==> config.mk <==
export PLATFORM = sky130hd
export DESIGN_NAME = mem_access_unit
export DESIGN_NICKNAME = d
export VERILOG_FILES = /design/src/rtl/mem_pkg.sv /design/src/rtl/mem_access_unit_load_extend.sv /design/src/rtl/mem_access_unit.sv
export SDC_FILE = /design/constraint.sdc
export NUM_CORES = 1
export LEC_CHECK = 0
export BUFFER_PORTS_ARGS = -buffer_cell sky130_fd_sc_hd__buf_2
export CAP_MARGIN = 40
export CORE_MARGIN = 2
export CORE_UTILIZATION = 52
export DETAILED_ROUTE_END_ITERATION = 12
export PLACE_DENSITY_LB_ADDON = 0.3
export SLEW_MARGIN = 20
export SYNTH_ARGS = -nofsm -noshare
export SYNTH_HDL_FRONTEND = slang
export SYNTH_SLANG_ARGS = --single-unit
==> constraint.sdc <==
create_clock -name clk -period 8.95 [get_ports clk]
set_input_delay 1.3425 -clock clk [delete_from_list [all_inputs] [get_ports clk]]
set_output_delay 1.3425 -clock clk [all_outputs]
set_load 0.02 [all_outputs]
==> src/rtl/mem_pkg.sv <==
// Shared constants and types for the memory-stage load/store unit.
package mem_pkg;
  localparam int MEM_DATA_WIDTH = 32;
  localparam int BE_WIDTH       = MEM_DATA_WIDTH / 8;
  localparam int TO_WIDTH       = 8;

  typedef enum logic [2:0] {
    F3_B  = 3'b000,
    F3_H  = 3'b001,
    F3_W  = 3'b010,
    F3_BU = 3'b100,
    F3_HU = 3'b101
  } size_e;

  typedef enum logic [1:0] {
    S_IDLE = 2'd0,
    S_REQ  = 2'd1,
    S_WAIT = 2'd2,
    S_DONE = 2'd3
  } state_e;

  // Unsigned sizes only make sense for loads.
  function automatic logic f3_legal(input logic [2:0] f3, input logic is_store);
    case (f3)
      F3_B, F3_H, F3_W: f3_legal = 1'b1;
      F3_BU, F3_HU:     f3_legal = !is_store;
      default:          f3_legal = 1'b0;
    endcase
  endfunction
endpackage

==> src/rtl/mem_access_unit_load_extend.sv <==
// Selects the addressed byte/half lane of a bus read word and sign/zero extends it.
module load_extend
  import mem_pkg::*;
#(
  parameter int DATA_WIDTH = 32
) (
  input  logic [DATA_WIDTH-1:0] i_word,
  input  logic [1:0]            i_a,
  input  logic [2:0]            i_funct3,
  output logic [DATA_WIDTH-1:0] o_data
);
  logic [7:0]  w_byte;
  logic [15:0] w_half;

  assign w_byte = i_word[{i_a, 3'b000} +: 8];
  assign w_half = i_a[1] ? i_word[16 +: 16] : i_word[0 +: 16];

  always_comb begin
    o_data = '0;
    case (i_funct3)
      F3_B:    o_data = {{(DATA_WIDTH-8){w_byte[7]}}, w_byte};
      F3_H:    o_data = {{(DATA_WIDTH-16){w_half[15]}}, w_half};
      F3_W:    o_data = i_word;
      F3_BU:   o_data = {{(DATA_WIDTH-8){1'b0}}, w_byte};
      F3_HU:   o_data = {{(DATA_WIDTH-16){1'b0}}, w_half};
      default: o_data = '0;
    endcase
  end
endmodule

==> src/rtl/mem_access_unit.sv <==
// Memory-stage load/store unit with a single-outstanding req/gnt/rvalid bus.
// Define MISALIGN_TRAP_EN to trap misaligned H/W accesses instead of force-aligning them.
//
// state  | meaning
// IDLE   | waiting for a valid load/store from execute
// REQ    | BusReq high, bus fields held until BusGnt
// WAIT   | load granted, waiting for BusRvalid
// DONE   | one-cycle MemDone pulse, results valid
module mem_access_unit
  import mem_pkg::*;
#(
  parameter int DATA_WIDTH     = 32,
  parameter int TIMEOUT_CYCLES = 255
) (
  input  logic                    clk,
  input  logic                    rst,
  input  logic                    ExValid,
  input  logic                    MemRead,
  input  logic                    MemWrite,
  input  logic [2:0]              Funct3,
  input  logic [DATA_WIDTH-1:0]   ALUResult,
  input  logic [DATA_WIDTH-1:0]   WriteData,
  output logic                    BusReq,
  output logic                    BusWe,
  output logic [DATA_WIDTH-1:0]   BusAddr,
  output logic [DATA_WIDTH-1:0]   BusWdata,
  output logic [DATA_WIDTH/8-1:0] BusBe,
  input  logic                    BusGnt,
  input  logic                    BusRvalid,
  input  logic [DATA_WIDTH-1:0]   BusRdata,
  output logic [DATA_WIDTH-1:0]   ReadData,
  output logic                    MemDone,
  output logic                    Stall,
  output logic                    BusError,
  output logic                    Misaligned
);
  state_e                  r_state;
  state_e                  w_next;
  logic [TO_WIDTH-1:0]     r_cnt;
  logic                    r_we;
  logic [2:0]              r_f3;
  logic [1:0]              r_a;
  logic [DATA_WIDTH-1:0]   r_bus_addr;
  logic [DATA_WIDTH-1:0]   r_bus_wdata;
  logic [DATA_WIDTH/8-1:0] r_bus_be;
  logic [DATA_WIDTH-1:0]   r_rdata;
  logic                    r_err;
  logic                    r_mis;

  logic                    w_accept;
  logic                    w_illegal;
  logic                    w_misalign;
  logic                    w_timeout;
  logic                    w_capture;
  logic                    w_abort;
  logic [DATA_WIDTH/8-1:0] w_be;
  logic [DATA_WIDTH-1:0]   w_wdata;
  logic [DATA_WIDTH-1:0]   w_ext;

  assign w_accept  = (r_state == S_IDLE) && ExValid && (MemRead || MemWrite);
  assign w_illegal = !f3_legal(Funct3, MemWrite);

`ifdef MISALIGN_TRAP_EN
  assign w_misalign = !w_illegal &&
                      (((Funct3[1:0] == 2'b01) && ALUResult[0]) ||
                       ((Funct3[1:0] == 2'b10) && (ALUResult[1:0] != 2'b00)));
`else
  assign w_misalign = 1'b0;
`endif

  // Half lanes use only addr[1] and words no low bits, so untrapped accesses self-align.
  always_comb begin
    w_be    = '1;
    w_wdata = WriteData;
    case (Funct3[1:0])
      2'b00: begin
        w_be    = 4'b0001 << ALUResult[1:0];
        w_wdata = {4{WriteData[7:0]}};
      end
      2'b01: begin
        w_be    = 4'b0011 << {ALUResult[1], 1'b0};
        w_wdata = {2{WriteData[15:0]}};
      end
      default: ;
    endcase
  end

  load_extend #(.DATA_WIDTH(DATA_WIDTH)) u_load_extend (
    .i_word   (BusRdata),
    .i_a      (r_a),
    .i_funct3 (r_f3),
    .o_data   (w_ext)
  );

  assign w_timeout = (r_cnt == TO_WIDTH'(TIMEOUT_CYCLES - 1));
  assign w_capture = !r_we && BusRvalid &&
                     (((r_state == S_REQ) && BusGnt) || (r_state == S_WAIT));
  assign w_abort   = w_timeout &&
                     (((r_state == S_REQ) && !BusGnt) || ((r_state == S_WAIT) && !BusRvalid));

  always_comb begin
    w_next = r_state;
    case (r_state)
      S_IDLE: if (w_accept) w_next = (w_illegal || w_misalign) ? S_DONE : S_REQ;
      S_REQ: begin
        if (BusGnt)         w_next = (r_we || BusRvalid) ? S_DONE : S_WAIT;
        else if (w_timeout) w_next = S_DONE;
      end
      S_WAIT: if (BusRvalid || w_timeout) w_next = S_DONE;
      S_DONE: w_next = S_IDLE;
      default: w_next = S_IDLE;
    endcase
  end

  always_ff @(posedge clk or posedge rst) begin
    if (rst) begin
      r_state     <= S_IDLE;
      r_cnt       <= '0;
      r_we        <= 1'b0;
      r_f3        <= '0;
      r_a         <= '0;
      r_bus_addr  <= '0;
      r_bus_wdata <= '0;
      r_bus_be    <= '0;
      r_rdata     <= '0;
      r_err       <= 1'b0;
      r_mis       <= 1'b0;
    end else begin
      r_state <= w_next;
      if ((r_state == S_REQ) || (r_state == S_WAIT)) r_cnt <= r_cnt + 1'b1;
      if (w_accept) begin
        r_cnt       <= '0;
        r_we        <= MemWrite;
        r_f3        <= Funct3;
        r_a         <= ALUResult[1:0];
        r_bus_addr  <= {ALUResult[DATA_WIDTH-1:2], 2'b00};
        r_bus_wdata <= w_wdata;
        r_bus_be    <= w_be;
        r_rdata     <= '0;
        r_err       <= w_illegal;
        r_mis       <= w_misalign;
      end
      if (w_capture) r_rdata <= w_ext;
      if (w_abort) begin
        r_err   <= 1'b1;
        r_rdata <= '0;
      end
    end
  end

  assign BusReq     = (r_state == S_REQ);
  assign BusWe      = BusReq && r_we;
  assign BusAddr    = r_bus_addr;
  assign BusWdata   = r_bus_wdata;
  assign BusBe      = r_bus_be;
  assign ReadData   = r_rdata;
  assign MemDone    = (r_state == S_DONE);
  assign BusError   = r_err;
  assign Misaligned = r_mis;
  // Accept-cycle stall is combinational, so it is also masked by reset directly.
  assign Stall      = !rst && (w_accept || (r_state == S_REQ) || (r_state == S_WAIT));
endmodule

==> metrics.cfg, run 1 <==
[placement]
hpwl_um=11000
io_buffers=208
place_area_mm2=0.00665
place.gp.congestion=0.866

[synth]
synthXorXnorAreaFrac=0.0111
synth.avg_cell_area_um2=9.62
synth-compound-area-share=0.170
ys_warn_count=0
synth_edf_count=0
synthAdderAreaFrac=0.0159
synth_cell_types=44
synthTopCellsByArea=dfrtp_1, nand2_1, mux2i_1
synth_top_area_share=0.521
synth_top_family_by_area=simple AND/OR/NAND/NOR gates
yosys.area_share.simple=0.174
synth.area.mux_share=0.0664
synth.ff_latch_count=115
ys.flop_type=dfrtp_1
seq_area_frac_synth=0.521
syn_area_mm2=0.00552
syn_inst=574
ys_async_sr_fraction=1.00
synthDominantAreaCellType=dfrtp_1

[finish]
final_common_cell=buf_2
drive_gt1_frac=0.339
fillers=766
insertedDiodeCount=0
fin_area_mm2=0.00742
nets=885
area_growth_pct=34.4
multiInputGateArea_mm2=0.00243
final_cell_mix=buf_2, nand2_1, dfrtp_1
seqCellArea_mm2=0.00288

[clock_tree]
cts_made_buffers=17
holdBufCountCts=0
cts_tree=done
cts_buffer_depth=2
cts_resized=0
h-tree-depth=4
clk_pin_slew_ns=0.06
cts_num_sinks=115
clkLatencyLatePin_ns=0.51
root_buffer=clkbuf_8
post_cts_buffers=0

[grt]
grt_use_met3=0.0960
grt_max_degree=99
grt_pass1_wl_um=25200
antenna_found_initial=0
grt.total_usage=0.282
grt_busiest_layer=met2
grt_pass1_vias=5144
met2_usage=0.463
grtUsageMet1=0.345
grt_overflow_total=0

[die]
ios=212
start_util=0.535
die_w_um=107
dieArea_mm2=0.0115
core-area_mm2=0.0103
fp-row-count=37
fp.dieH_um=107

[timing]
holdWs_ns=0.471
worst_pin_slew_ns=0.696
clock_skew_ns=0.00963
max_freq_mhz=308
finalSetupTns_ns=0
rsz0062_at_grt=no
timing.final.crit_period_ns=3.25
fin_crit_sh=0.363
relSlewSlack=0.536
drv_slew=0
setup_violations=0
finalHoldViolations=0

[run_status]
outcome=complete, no violations

[critical_path]
worstReg2RegStart=r_state[1]
timing.rr.end=ReadData[31]
cp_max_fo=4
arrival_ns=1.90
worstPathRequired_ns=7.61
start_kind=primary input
r2r_cells=7
ff2ff_setup_slack_ns=6.66
crit_path_start=MemWrite
critPathCaptureType=output port
worstSetupPathType=primary input to output port
crit_end=Stall

[run]
drv_cap=0

[detailed_routing]
drt-total-wl_um=15700
drtIter0Drc=302
num_vias=5047
ant_nets=0
wl_per_cell_um=17.0
dr.pass1.iters=5
drc=0
viasPerCell=5.48

[power_and_ir_drop]
power_density_mw_per_mm2=383
p_leak_nw=3.91
peakVddDrop_v=0.000226

[worst_hold_path]
min_from=BusAddr[16]
hold_class=flip-flop to flip-flop

[through the flow]
| stage | power (mW) | utilization | worst slack (ns) | cells |
|---|---|---|---|---|
| after global routing | 3.01 | 0.719 | 5.68 | 921 |
| after CTS | 2.84 | 0.712 | 5.70 | 917 |
| after detailed placement | 2.02 | 0.644 | 5.44 | 885 |
| after global placement | 1.95 | 0.636 | 5.22 | 879 |
| final | 2.84 | 0.719 | 5.70 | 921 |
| after floorplan | 1.65 | - | 4.56 | 576 |
[worst min-delay path by stage]
stage                             end  slack, ns  cells after the start
after CTS                 BusAddr[16]       0.48                      2
final                     BusAddr[16]       0.47                      2
after global routing      BusAddr[26]       0.49                      2
after detailed placement  BusWdata[7]       0.46                      2
after global placement    BusAddr[17]       0.46                      2
after floorplan              r_cnt[5]       0.50                      2
[per-layer routing]
layer | up-vias | wire (um)
met4 | 0 | 304
met3 | 23 | 1410
met2 | 256 | 7740
li1 | 2375 | -
met1 | 2393 | 6230
met5 | - | 0
[worst max-delay path, stage by stage]
cell,delay [ns]
buf_2,0.14
o211ai_4,0.18
a21oi_1,0.08
buf_2,0.16
[cell usage after synthesis (5+ instances only)]
library cell,number
ha_1,7
inv_1,6
a221oi_2,7
dfrtp_1,115
a22oi_1,21
xor2_1,6
buf_2,9
nand2_1,173
nand2b_1,7
o21ai_0,25
mux2i_1,31
o2bb2ai_1,33
clkbuf_1,26
a21oi_1,18
nand3_1,7
nor2_1,29
nor2b_1,5
[kinds of logic (layout without fill, tap and decap cells)]
kind of cell | after synthesis | count (layout)
AND/OR/NAND/NOR | 234 | 234
AO/OA/AOI/OAI | 126 | 126
flip-flops | 115 | 115
buffers and inverters | 49 | 258
multiplexers | 35 | 35
adder cells (fa/ha/maj) | 7 | 7
XOR/XNOR | 7 | 7
other | 1 | 3
[cell type report]
cell class | count | area share
clock buffers | 24 | 0.0647
clock inverters | 8 | 0.0295
inverters | 6 | 0.00337
multi-input cells | 412 | 0.328
flip-flops and latches | 115 | 0.388
well taps | 136 | 0.0229
repair buffers | 220 | 0.164
[sequential cells by signal (all words and copies together), names as in the netlist]
register  cells
r_cnt         8
BusError      1
r_we          1
r_f3          3
BusWdata     32
ReadData     32
r_state       2
BusBe         4
BusAddr      30
r_a           2
[power by group]
group	internal, mW	total [mW]	leakage [nW]	switching [mW]
Sequential	0.730	0.876	1.46	0.146
Combinational	0.433	1.16	2.11	0.732
Clock	0.567	0.803	0.340	0.235
Power figures use the tool's default switching activity.
==> run 2: changes to the inputs <==
CORE_UTILIZATION = 49   (was 52)
clock period = 3.1 ns   (was 8.95 ns; I/O delays follow)
==> metrics.cfg, run 2 (same netlist as run 1, synthesis figures left out) <==
[finish]
final_cell_mix=buf_2, nand2_1, dfrtp_1
fillers=909
fin_util=0.666
insertedDiodeCount=0
fin_area_mm2=0.00728
area_growth_pct=31.9
nets=883
drive_gt1_frac=0.339
final_common_cell=buf_2

[clock_tree]
clk_pin_slew_ns=0.05
holdBufCountCts=0
root_buffer=clkbuf_16
h-tree-depth=4
cts_resized=0
clkLatencyLatePin_ns=0.41
cts_made_buffers=17
cts_num_sinks=115
cts_tree=done
post_cts_buffers=0
cts_buffer_depth=2

[critical_path]
worstReg2RegStart=r_state[0]
ff2ff_setup_slack_ns=1.00
arrival_ns=1.70
critPathCaptureType=output port
start_kind=flip-flop
cp_max_fo=5
timing.rr.end=r_we
worstSetupPathType=flip-flop to output port
r2r_cells=6
worstPathRequired_ns=2.63

[grt]
grt_overflow_total=0
grt_pass1_wl_um=23400
grt.total_usage=0.252
antenna_found_initial=0
grt_max_degree=98
grt_pass1_vias=4760

[run]
drv_cap=0

[detailed_routing]
viasPerCell=5.39
drtIter0Drc=459
drc=0
wl_met2_um=7250
wl_per_cell_um=16.6
num_vias=4970
dr.pass1.iters=5
top_layer=met4
drt-total-wl_um=15300
wl_met3_um=1260
ant_nets=0
drt-met1-wl_um=6480

[timing]
fin_crit_sh=0.700
max_freq_mhz=461
rsz0062_at_grt=no
drv_slew=0
clock_skew_ns=0.00751
worst_pin_slew_ns=0.811
timing.final.crit_period_ns=2.17
finalHoldViolations=0
setup_violations=0
relSlewSlack=0.458
finalSetupTns_ns=0

[power_and_ir_drop]
power_density_mw_per_mm2=1080
peakVddDrop_v=0.000551
p_leak_nw=3.84

[die]
start_util=0.505
die_w_um=110
fp-row-count=38
ios=212
dieArea_mm2=0.0121
fp.dieH_um=110
core-area_mm2=0.0109

[placement]
place_area_mm2=0.00666
hpwl_um=10800
io_buffers=208
place.gp.congestion=0.879

[worst_hold_path]
hold_class=primary input to asynchronous set/reset pin

[run_status]
outcome=complete, no violations

## run 2: how the worst max path moves through the flow
stage	from	end	slack, ns	depth (start not counted)
CTS	r_state[0]	Stall	0.92	5
global placement	r_f3[1]	ReadData[8]	0.94	4
floorplan	r_state[0]	Stall	1.19	5
global route	r_state[0]	Stall	0.83	5
finish	r_state[0]	Stall	0.93	5
detailed placement	r_state[1]	ReadData[27]	1.03	7
## run 2: layer usage
metal | up-vias | track usage
li1 | 2373 | -
met3 | 29 | 0.0694
met4 | 0 | 0.0964
met2 | 223 | 0.401
met1 | 2345 | 0.330
met5 | - | 0
## run 2: final cells by class
cell class	count	area [um^2]	share of cell area
clock buffer	21	470	0.0646
clock inverter	10	155	0.0213
inverter	6	26.3	0.00361
multi-input combinational	412	2430	0.334
sequential	115	2880	0.395
tap	140	175	0.0241
timing repair buffer	218	1140	0.157
## run 2: report_power, final
part           internal, mW  switching [mW]  leakage (nW)  total (mW)
Combinational          1.21            2.11          2.07        3.31
Sequential             2.11           0.391          1.46        2.50
Clock                  1.40           0.673         0.305        2.07
Total                  4.71            3.17          3.84        7.88
## run 2: critical path, stage by stage, from the launching register on
cell and delay, ns:
dfrtp_1 0.40, inv_1 0.16, ha_1 0.28, o211ai_4 0.13, a21oi_1 0.15, buf_2 0.18
## run 2: through the flow
step,worst slack [ns],hold slack (ns),total power [mW],std cells
2_1_floorplan,1.19,0.498,4.75,576
4_1_cts,0.920,0.161,7.92,922
6_report,0.931,0.154,7.88,922
3_5_place_dp,1.03,0.456,5.81,891
5_1_grt,0.832,0.190,8.36,922
3_3_place_gp,0.940,0.454,5.66,888
